==> src/rtl/jups_io_pkg.sv <==
// Shared types and helpers for the operator input path.
package jups_io_pkg;

    typedef enum logic [1:0] {
        S_IDLE,
        S_PRESS,
        S_HELD,
        S_REL
    } in_fsm_t;

    localparam int unsigned IN_DATA_W = 16;

    function automatic int unsigned clog2(input int unsigned v);
        int unsigned r;
        r = 0;
        while ((64'd1 << r) < 64'(v)) r++;
        return r;
    endfunction

endpackage

==> src/rtl/input_fifo.sv <==
// Synchronous first-word-fall-through FIFO; head reads as zero when empty.
module input_fifo
    import jups_io_pkg::*;
#(
    parameter int unsigned DATA_W     = IN_DATA_W,
    parameter int unsigned FIFO_DEPTH = 4
) (
    input  logic                        clk,
    input  logic                        rst_n,
    input  logic                        push,
    input  logic [DATA_W-1:0]           wr_data,
    input  logic                        pop,
    output logic [DATA_W-1:0]           rd_data,
    output logic                        full,
    output logic                        empty,
    output logic [clog2(FIFO_DEPTH):0]  count
);

    localparam int unsigned PTR_W = clog2(FIFO_DEPTH);
    localparam logic [PTR_W-1:0] PTR_ONE  = 1;
    localparam logic [PTR_W:0]   CNT_ONE  = 1;
    localparam logic [PTR_W:0]   CNT_FULL = (PTR_W+1)'(FIFO_DEPTH);

    logic [DATA_W-1:0] mem [FIFO_DEPTH];
    logic [PTR_W-1:0]  wr_ptr;
    logic [PTR_W-1:0]  rd_ptr;
    logic              do_push;
    logic              do_pop;

    assign full    = (count == CNT_FULL);
    assign empty   = (count == '0);
    assign do_pop  = pop & ~empty;
    // A pop on the same edge frees the slot, so a full FIFO still accepts the push.
    assign do_push = push & (~full | do_pop);

    always_ff @(posedge clk or negedge rst_n) begin
        if (!rst_n) begin
            wr_ptr <= '0;
            rd_ptr <= '0;
            count  <= '0;
        end else begin
            if (do_push) wr_ptr <= wr_ptr + PTR_ONE;
            if (do_pop)  rd_ptr <= rd_ptr + PTR_ONE;
            case ({do_push, do_pop})
                2'b10:   count <= count + CNT_ONE;
                2'b01:   count <= count - CNT_ONE;
                default: ;
            endcase
        end
    end

    always_ff @(posedge clk) begin
        if (do_push) mem[wr_ptr] <= wr_data;
    end

    assign rd_data = empty ? '0 : mem[rd_ptr];

endmodule

==> src/rtl/input_port_ctrl.sv <==
// Debounced pushbutton capture of the switch word into a FWFT FIFO for the core's In instruction.
// Optional status outputs (ovf, level) are built only when IN_PORT_STATUS_EN is defined.
module input_port_ctrl
    import jups_io_pkg::*;
#(
    parameter int unsigned DEBOUNCE_CYCLES = 16,
    parameter int unsigned FIFO_DEPTH      = 4,
    parameter int unsigned DATA_W          = IN_DATA_W
) (
    input  logic                        Clock,
    input  logic                        n_reset,
    input  logic                        Button,
    input  logic [DATA_W-1:0]           Switches,
    input  logic                        rd_req,
    output logic [DATA_W-1:0]           rd_data,
    output logic                        rd_valid,
    output logic                        stall,
    output logic                        pending,
    output logic                        ovf,
    output logic [clog2(FIFO_DEPTH):0]  level
);

    localparam int unsigned CNT_W = clog2(DEBOUNCE_CYCLES);
    localparam logic [CNT_W-1:0] CNT_LAST = CNT_W'(DEBOUNCE_CYCLES - 1);
    localparam logic [CNT_W-1:0] CNT_ONE  = 1;

    logic              btn_meta, btn_s;
    logic [DATA_W-1:0] sw_meta, sw_s;
    in_fsm_t           state, state_n;
    logic [CNT_W-1:0]  cnt, cnt_n;
    logic              push;
    logic              fifo_full, fifo_empty;
    logic [clog2(FIFO_DEPTH):0] fifo_count;

    // Button idles high, so its synchronizer resets to the released level.
    always_ff @(posedge Clock or negedge n_reset) begin
        if (!n_reset) begin
            btn_meta <= 1'b1;
            btn_s    <= 1'b1;
            sw_meta  <= '0;
            sw_s     <= '0;
        end else begin
            btn_meta <= Button;
            btn_s    <= btn_meta;
            sw_meta  <= Switches;
            sw_s     <= sw_meta;
        end
    end

    always_ff @(posedge Clock or negedge n_reset) begin
        if (!n_reset) begin
            state <= S_IDLE;
            cnt   <= '0;
        end else begin
            state <= state_n;
            cnt   <= cnt_n;
        end
    end

    always_comb begin
        state_n = state;
        cnt_n   = cnt;
        push    = 1'b0;
        pending = 1'b0;
        case (state)
            S_IDLE: begin
                if (!btn_s) begin
                    state_n = S_PRESS;
                    cnt_n   = '0;
                end
            end
            S_PRESS: begin
                if (btn_s) begin
                    state_n = S_IDLE;
                end else if (cnt == CNT_LAST) begin
                    state_n = S_HELD;
                    push    = 1'b1;
                end else begin
                    cnt_n = cnt + CNT_ONE;
                end
            end
            S_HELD: begin
                pending = 1'b1;
                if (btn_s) begin
                    state_n = S_REL;
                    cnt_n   = '0;
                end
            end
            S_REL: begin
                pending = 1'b1;
                if (!btn_s) begin
                    state_n = S_HELD;
                end else if (cnt == CNT_LAST) begin
                    state_n = S_IDLE;
                end else begin
                    cnt_n = cnt + CNT_ONE;
                end
            end
            default: state_n = S_IDLE;
        endcase
    end

    input_fifo #(
        .DATA_W     (DATA_W),
        .FIFO_DEPTH (FIFO_DEPTH)
    ) u_fifo (
        .clk     (Clock),
        .rst_n   (n_reset),
        .push    (push),
        .wr_data (sw_s),
        .pop     (rd_req),
        .rd_data (rd_data),
        .full    (fifo_full),
        .empty   (fifo_empty),
        .count   (fifo_count)
    );

    assign rd_valid = ~fifo_empty;
    assign stall    = rd_req & fifo_empty;

`ifdef IN_PORT_STATUS_EN
    logic ovf_q;

    always_ff @(posedge Clock or negedge n_reset) begin
        if (!n_reset) begin
            ovf_q <= 1'b0;
        end else if (push & fifo_full & ~rd_req) begin
            ovf_q <= 1'b1;
        end
    end

    assign ovf   = ovf_q;
    assign level = fifo_count;
`else
    logic unused_status;
    assign unused_status = ^{fifo_full, fifo_count};
    assign ovf   = 1'b0;
    assign level = '0;
`endif

endmodule

==> config.mk <==
export PLATFORM = sky130hd
export DESIGN_NAME = input_port_ctrl
export DESIGN_NICKNAME = d
export VERILOG_FILES = /design/src/rtl/jups_io_pkg.sv /design/src/rtl/input_fifo.sv /design/src/rtl/input_port_ctrl.sv
export SDC_FILE = /design/constraint.sdc
export NUM_CORES = 1
export LEC_CHECK = 0
export CAP_MARGIN = 15
export CELL_PAD_IN_SITES_DETAIL_PLACEMENT = 0
export CELL_PAD_IN_SITES_GLOBAL_PLACEMENT = 2
export CORE_MARGIN = 3
export CORE_UTILIZATION = 35
export CTS_BUF_LIST = sky130_fd_sc_hd__clkbuf_16
export CTS_CLUSTER_DIAMETER = 30
export DETAILED_ROUTE_END_ITERATION = 10
export GPL_TIMING_DRIVEN = 1
export PLACE_DENSITY = 0.75
export SYNTH_ARGS = -nofsm -noshare
export SYNTH_HDL_FRONTEND = slang
export SYNTH_SLANG_ARGS = --single-unit
==> constraint.sdc <==
create_clock -name Clock -period 2.8 [get_ports Clock]
set_input_delay 0.56 -clock Clock [delete_from_list [all_inputs] [get_ports Clock]]
set_output_delay 0.56 -clock Clock [all_outputs]
set_load 0.02 [all_outputs]
==> results.sh <==
export IMPL_post_drt_via_cell_ratio=4.65
export IMPL_synthCells=228
export IMPL_grt_pass1_vias=1996
export IMPL_core_area_um2=11500
export IMPL_n_fill_cell=991
export IMPL_setup_violations=0
export IMPL_hold_buffers=0
export IMPL_ys_warnings_count=0
export IMPL_grt_overflow=0
export IMPL_htree_levels=3
export IMPL_drc=0
export IMPL_synth_seq_cells=111
export IMPL_clock_latency_ns=0.34
export IMPL_cp_end_kind="output port"
export IMPL_syn_area_um2=4140
export IMPL_synthFlopType="edfxtp_1"
export IMPL_ant_nets=0
export IMPL_cts_sinks=111
export IMPL_relSlewSlack=0.555
export IMPL_synth_top_cell_area_share=0.465
export IMPL_status="complete, no violations"
export IMPL_finalWirelength_um=6610
export IMPL_yosys_area_top_type="edfxtp_1"
export IMPL_rr_startpoint="cnt[0]"
export IMPL_p_leak_nw=1.89
export IMPL_tns_ns=0
export IMPL_path_delay_family="buffers and inverters"
export IMPL_slowest_delay_ns=0.53
export IMPL_worstMarginPinSlew_ns=0.665
export IMPL_post_place_cells=414
export IMPL_crit_type="flop to output port"
export IMPL_drive_gt1_frac=0.201
export IMPL_finalCritPeriodShare=0.970
export IMPL_io_pins=43
export IMPL_hold_viol=0
export IMPL_crit_buf_inv=2
export IMPL_startpoint="u_fifo.rd_ptr[0]"
export IMPL_finalCriticalPeriod_ns=2.72
export IMPL_fmaxAchievable_mhz=368
export IMPL_ys_top_cells_by_area="edfxtp_1 (46%), dfrtp_1 (27%), mux4_2 (8.7%)"
export IMPL_clockRootBuffer="clkbuf_16"
export IMPL_grt_max_degree=34
export IMPL_dp_hpwl_um=4430
export IMPL_cp_required_ns=2.24
export IMPL_crit_arrival_ns=2.16
export IMPL_antenna_found_initial=0
export IMPL_numPortBuffers=38
export IMPL_rsz0062_at_grt="no"
export IMPL_vias=2008
export IMPL_die_area_um2=13200
export IMPL_async_reset_ff_frac=0.423
export IMPL_avgSynthCellArea_um2=18.1
export IMPL_critical_path_slowest_cell="mux4_2"
export IMPL_clk_pin_slew_worst_paths_ns=0.08
export IMPL_path_max_fanout=15
export IMPL_vdd_drop_max_mv=0.370
export IMPL_gp_congestion=0.774
export IMPL_wl_per_cell_um=15.3
export IMPL_drtIter0Drc=77
export IMPL_num_antenna_cells=0
export IMPL_die_w_um=115
export IMPL_drt_pass1_iterations=4
export IMPL_grt_usage=0.109
export IMPL_finalMaxSlewViolations=0
export IMPL_start_util=0.361
export IMPL_rows=39
export IMPL_post_layout_nonfiller_instances=432
export IMPL_synth_edf_count=64
export IMPL_clk_path_buf_depth=2
export IMPL_area_growth_pct=22.5
export IMPL_nets=310
export IMPL_clock_skew_ns=0.00780
export IMPL_grt_pass1_wl_um=10700
export IMPL_max_cap_violations=0
export IMPL_synthDistinctLibCells=40
export IMPL_cts_tree="done"
export IMPL_hold_class="input port to async pin"
export IMPL_cp_start_kind="flop"
export IMPL_die_y_um=115
export IMPL_power_density_nw_per_um2=865
export IMPL_cts_buffers=9
export IMPL_worstPathCellList="buf_12 -> mux4_2 -> and2_1 -> clkdlybuf4s50_1"
export IMPL_yosysSeqAreaShare=0.750
==> metrics by stage <==
| stage | utilization | setup slack (ns) | total power [mW] | cell area [µm²] | hold WS, ns |
|---|---|---|---|---|---|
| 3_5_place_dp | 0.415 | 0.289 | 3.23 | 4760 | 0.335 |
| 5_1_grt | 0.442 | 0.0116 | 4.59 | 5070 | 0.120 |
| 6_report | 0.442 | 0.0834 | 4.38 | 5070 | 0.103 |
| 2_1_floorplan | - | 0.442 | 2.70 | 4150 | 0.264 |
| 3_3_place_gp | 0.415 | 0.339 | 3.22 | 4760 | 0.334 |
| 4_1_cts | 0.441 | 0.000959 | 4.45 | 5060 | 0.104 |
==> path summary, 6_finish.rpt <==
check | endpoint | slack [ns] | cells after the start
max in group asynchronous | btn_meta | 1.92 | 2
worst min-delay path | sw_meta[3] | 0.10 | 1
worst min register to register | sw_s[7] | 0.35 | 0
worst max-delay path | rd_data[10] | 0.08 | 4
worst max register to register | u_fifo.count[2] | 0.42 | 8
min in group Clock | sw_s[7] | 0.35 | 0
==> worst reg2reg max path, delay by kind of cell, from the launching register on <==
| kind | cells | cell delay (ns) |
|---|---|---|
| fa+ha+maj | 2 | 0.67 |
| simple gates | 5 | 1.07 |
| flops | 1 | 0.42 |
| compound gates | 1 | 0.11 |
==> cell usage in the layout, fill, tap and decap left out, drive strengths merged, types with 2 or more instances in the layout <==
| master | synthesis | final |
|---|---|---|
| a21oi | 3 | 3 |
| a22o | 4 | 4 |
| and2 | 21 | 21 |
| buf | 8 | 18 |
| clkbuf | 5 | 9 |
| clkdlybuf4s50 | 0 | 30 |
| clkinv | 1 | 4 |
| conb | 1 | 4 |
| dfrtp | 45 | 45 |
| dfstp | 2 | 2 |
| dlygate4sd2 | 0 | 6 |
| edfxtp | 64 | 64 |
| ha | 5 | 5 |
| inv | 5 | 9 |
| mux2 | 2 | 2 |
| mux4 | 16 | 16 |
| nand2 | 5 | 5 |
| nand3 | 6 | 6 |
| nand3b | 2 | 2 |
| nor2 | 8 | 8 |
| o211ai | 2 | 2 |
| o21ai | 3 | 3 |
| xnor2 | 5 | 5 |
==> synth_stat cells (all sizes together), types with 4 or more instances <==
cell / instances
edfxtp: 64
nand2: 5
nand3: 6
and2: 21
inv: 5
nor2: 8
a22o: 4
mux4: 16
buf: 8
ha: 5
dfrtp: 45
xnor2: 5
clkbuf: 5
==> what timing repair did <==
item | 4_1_cts | 5_1_grt
endpoints found under the setup margin | 17 | 8
setup buffers | 1 | 1
gates resized for setup | 7 | 1
pin swaps | 0 | 0
==> sequential cells by signal, summed over array words and instances (netlist names), named ones only <==
register,flops
btn_meta,1
u_fifo.rd_ptr,2
state,1
u_fifo.count,3
u_fifo.wr_ptr,2
u_fifo.mem,64
btn_s,1
cnt,4
sw_s,16
sw_meta,16
==> power breakdown <==
group          total (mW)  internal, mW  switching, mW
clock network        1.23         0.630          0.601
registers            1.86          1.80         0.0635
logic                1.29         0.671          0.618
==> logic make-up (layout without fill, tap and decap cells) <==
logic type	after synthesis	after routing	synth area share
buf+inv	19	77	0.0221
compound gates	18	18	0.0324
fa+ha+maj	6	6	0.0200
flops	111	111	0.750
xor+xnor	6	6	0.0127
other cells	1	4	0.000907
mux	18	18	0.0926
simple gates	49	49	0.0696
==> final cells by class <==
type / count / area (µm²) / share of cell area
Inverter: 6 / 22.5 / 0.00444
Clock buffer: 9 / 225 / 0.0444
Clock inverter: 7 / 70.1 / 0.0138
Sequential cell: 111 / 3100 / 0.612
Timing Repair Buffer: 55 / 510 / 0.101
Multi-Input combinational cell: 101 / 960 / 0.189
Tap cell: 143 / 179 / 0.0353
==> per-layer routing <==
metal | vias to the layer above | GRT usage | wire length (µm)
met5 | - | 0 | 0
met4 | 0 | 0.0493 | 114
met3 | 7 | 0.0238 | 242
met2 | 42 | 0.184 | 3470
met1 | 998 | 0.135 | 2790
li1 | 961 | - | -
(Power assumes the default switching activity.)
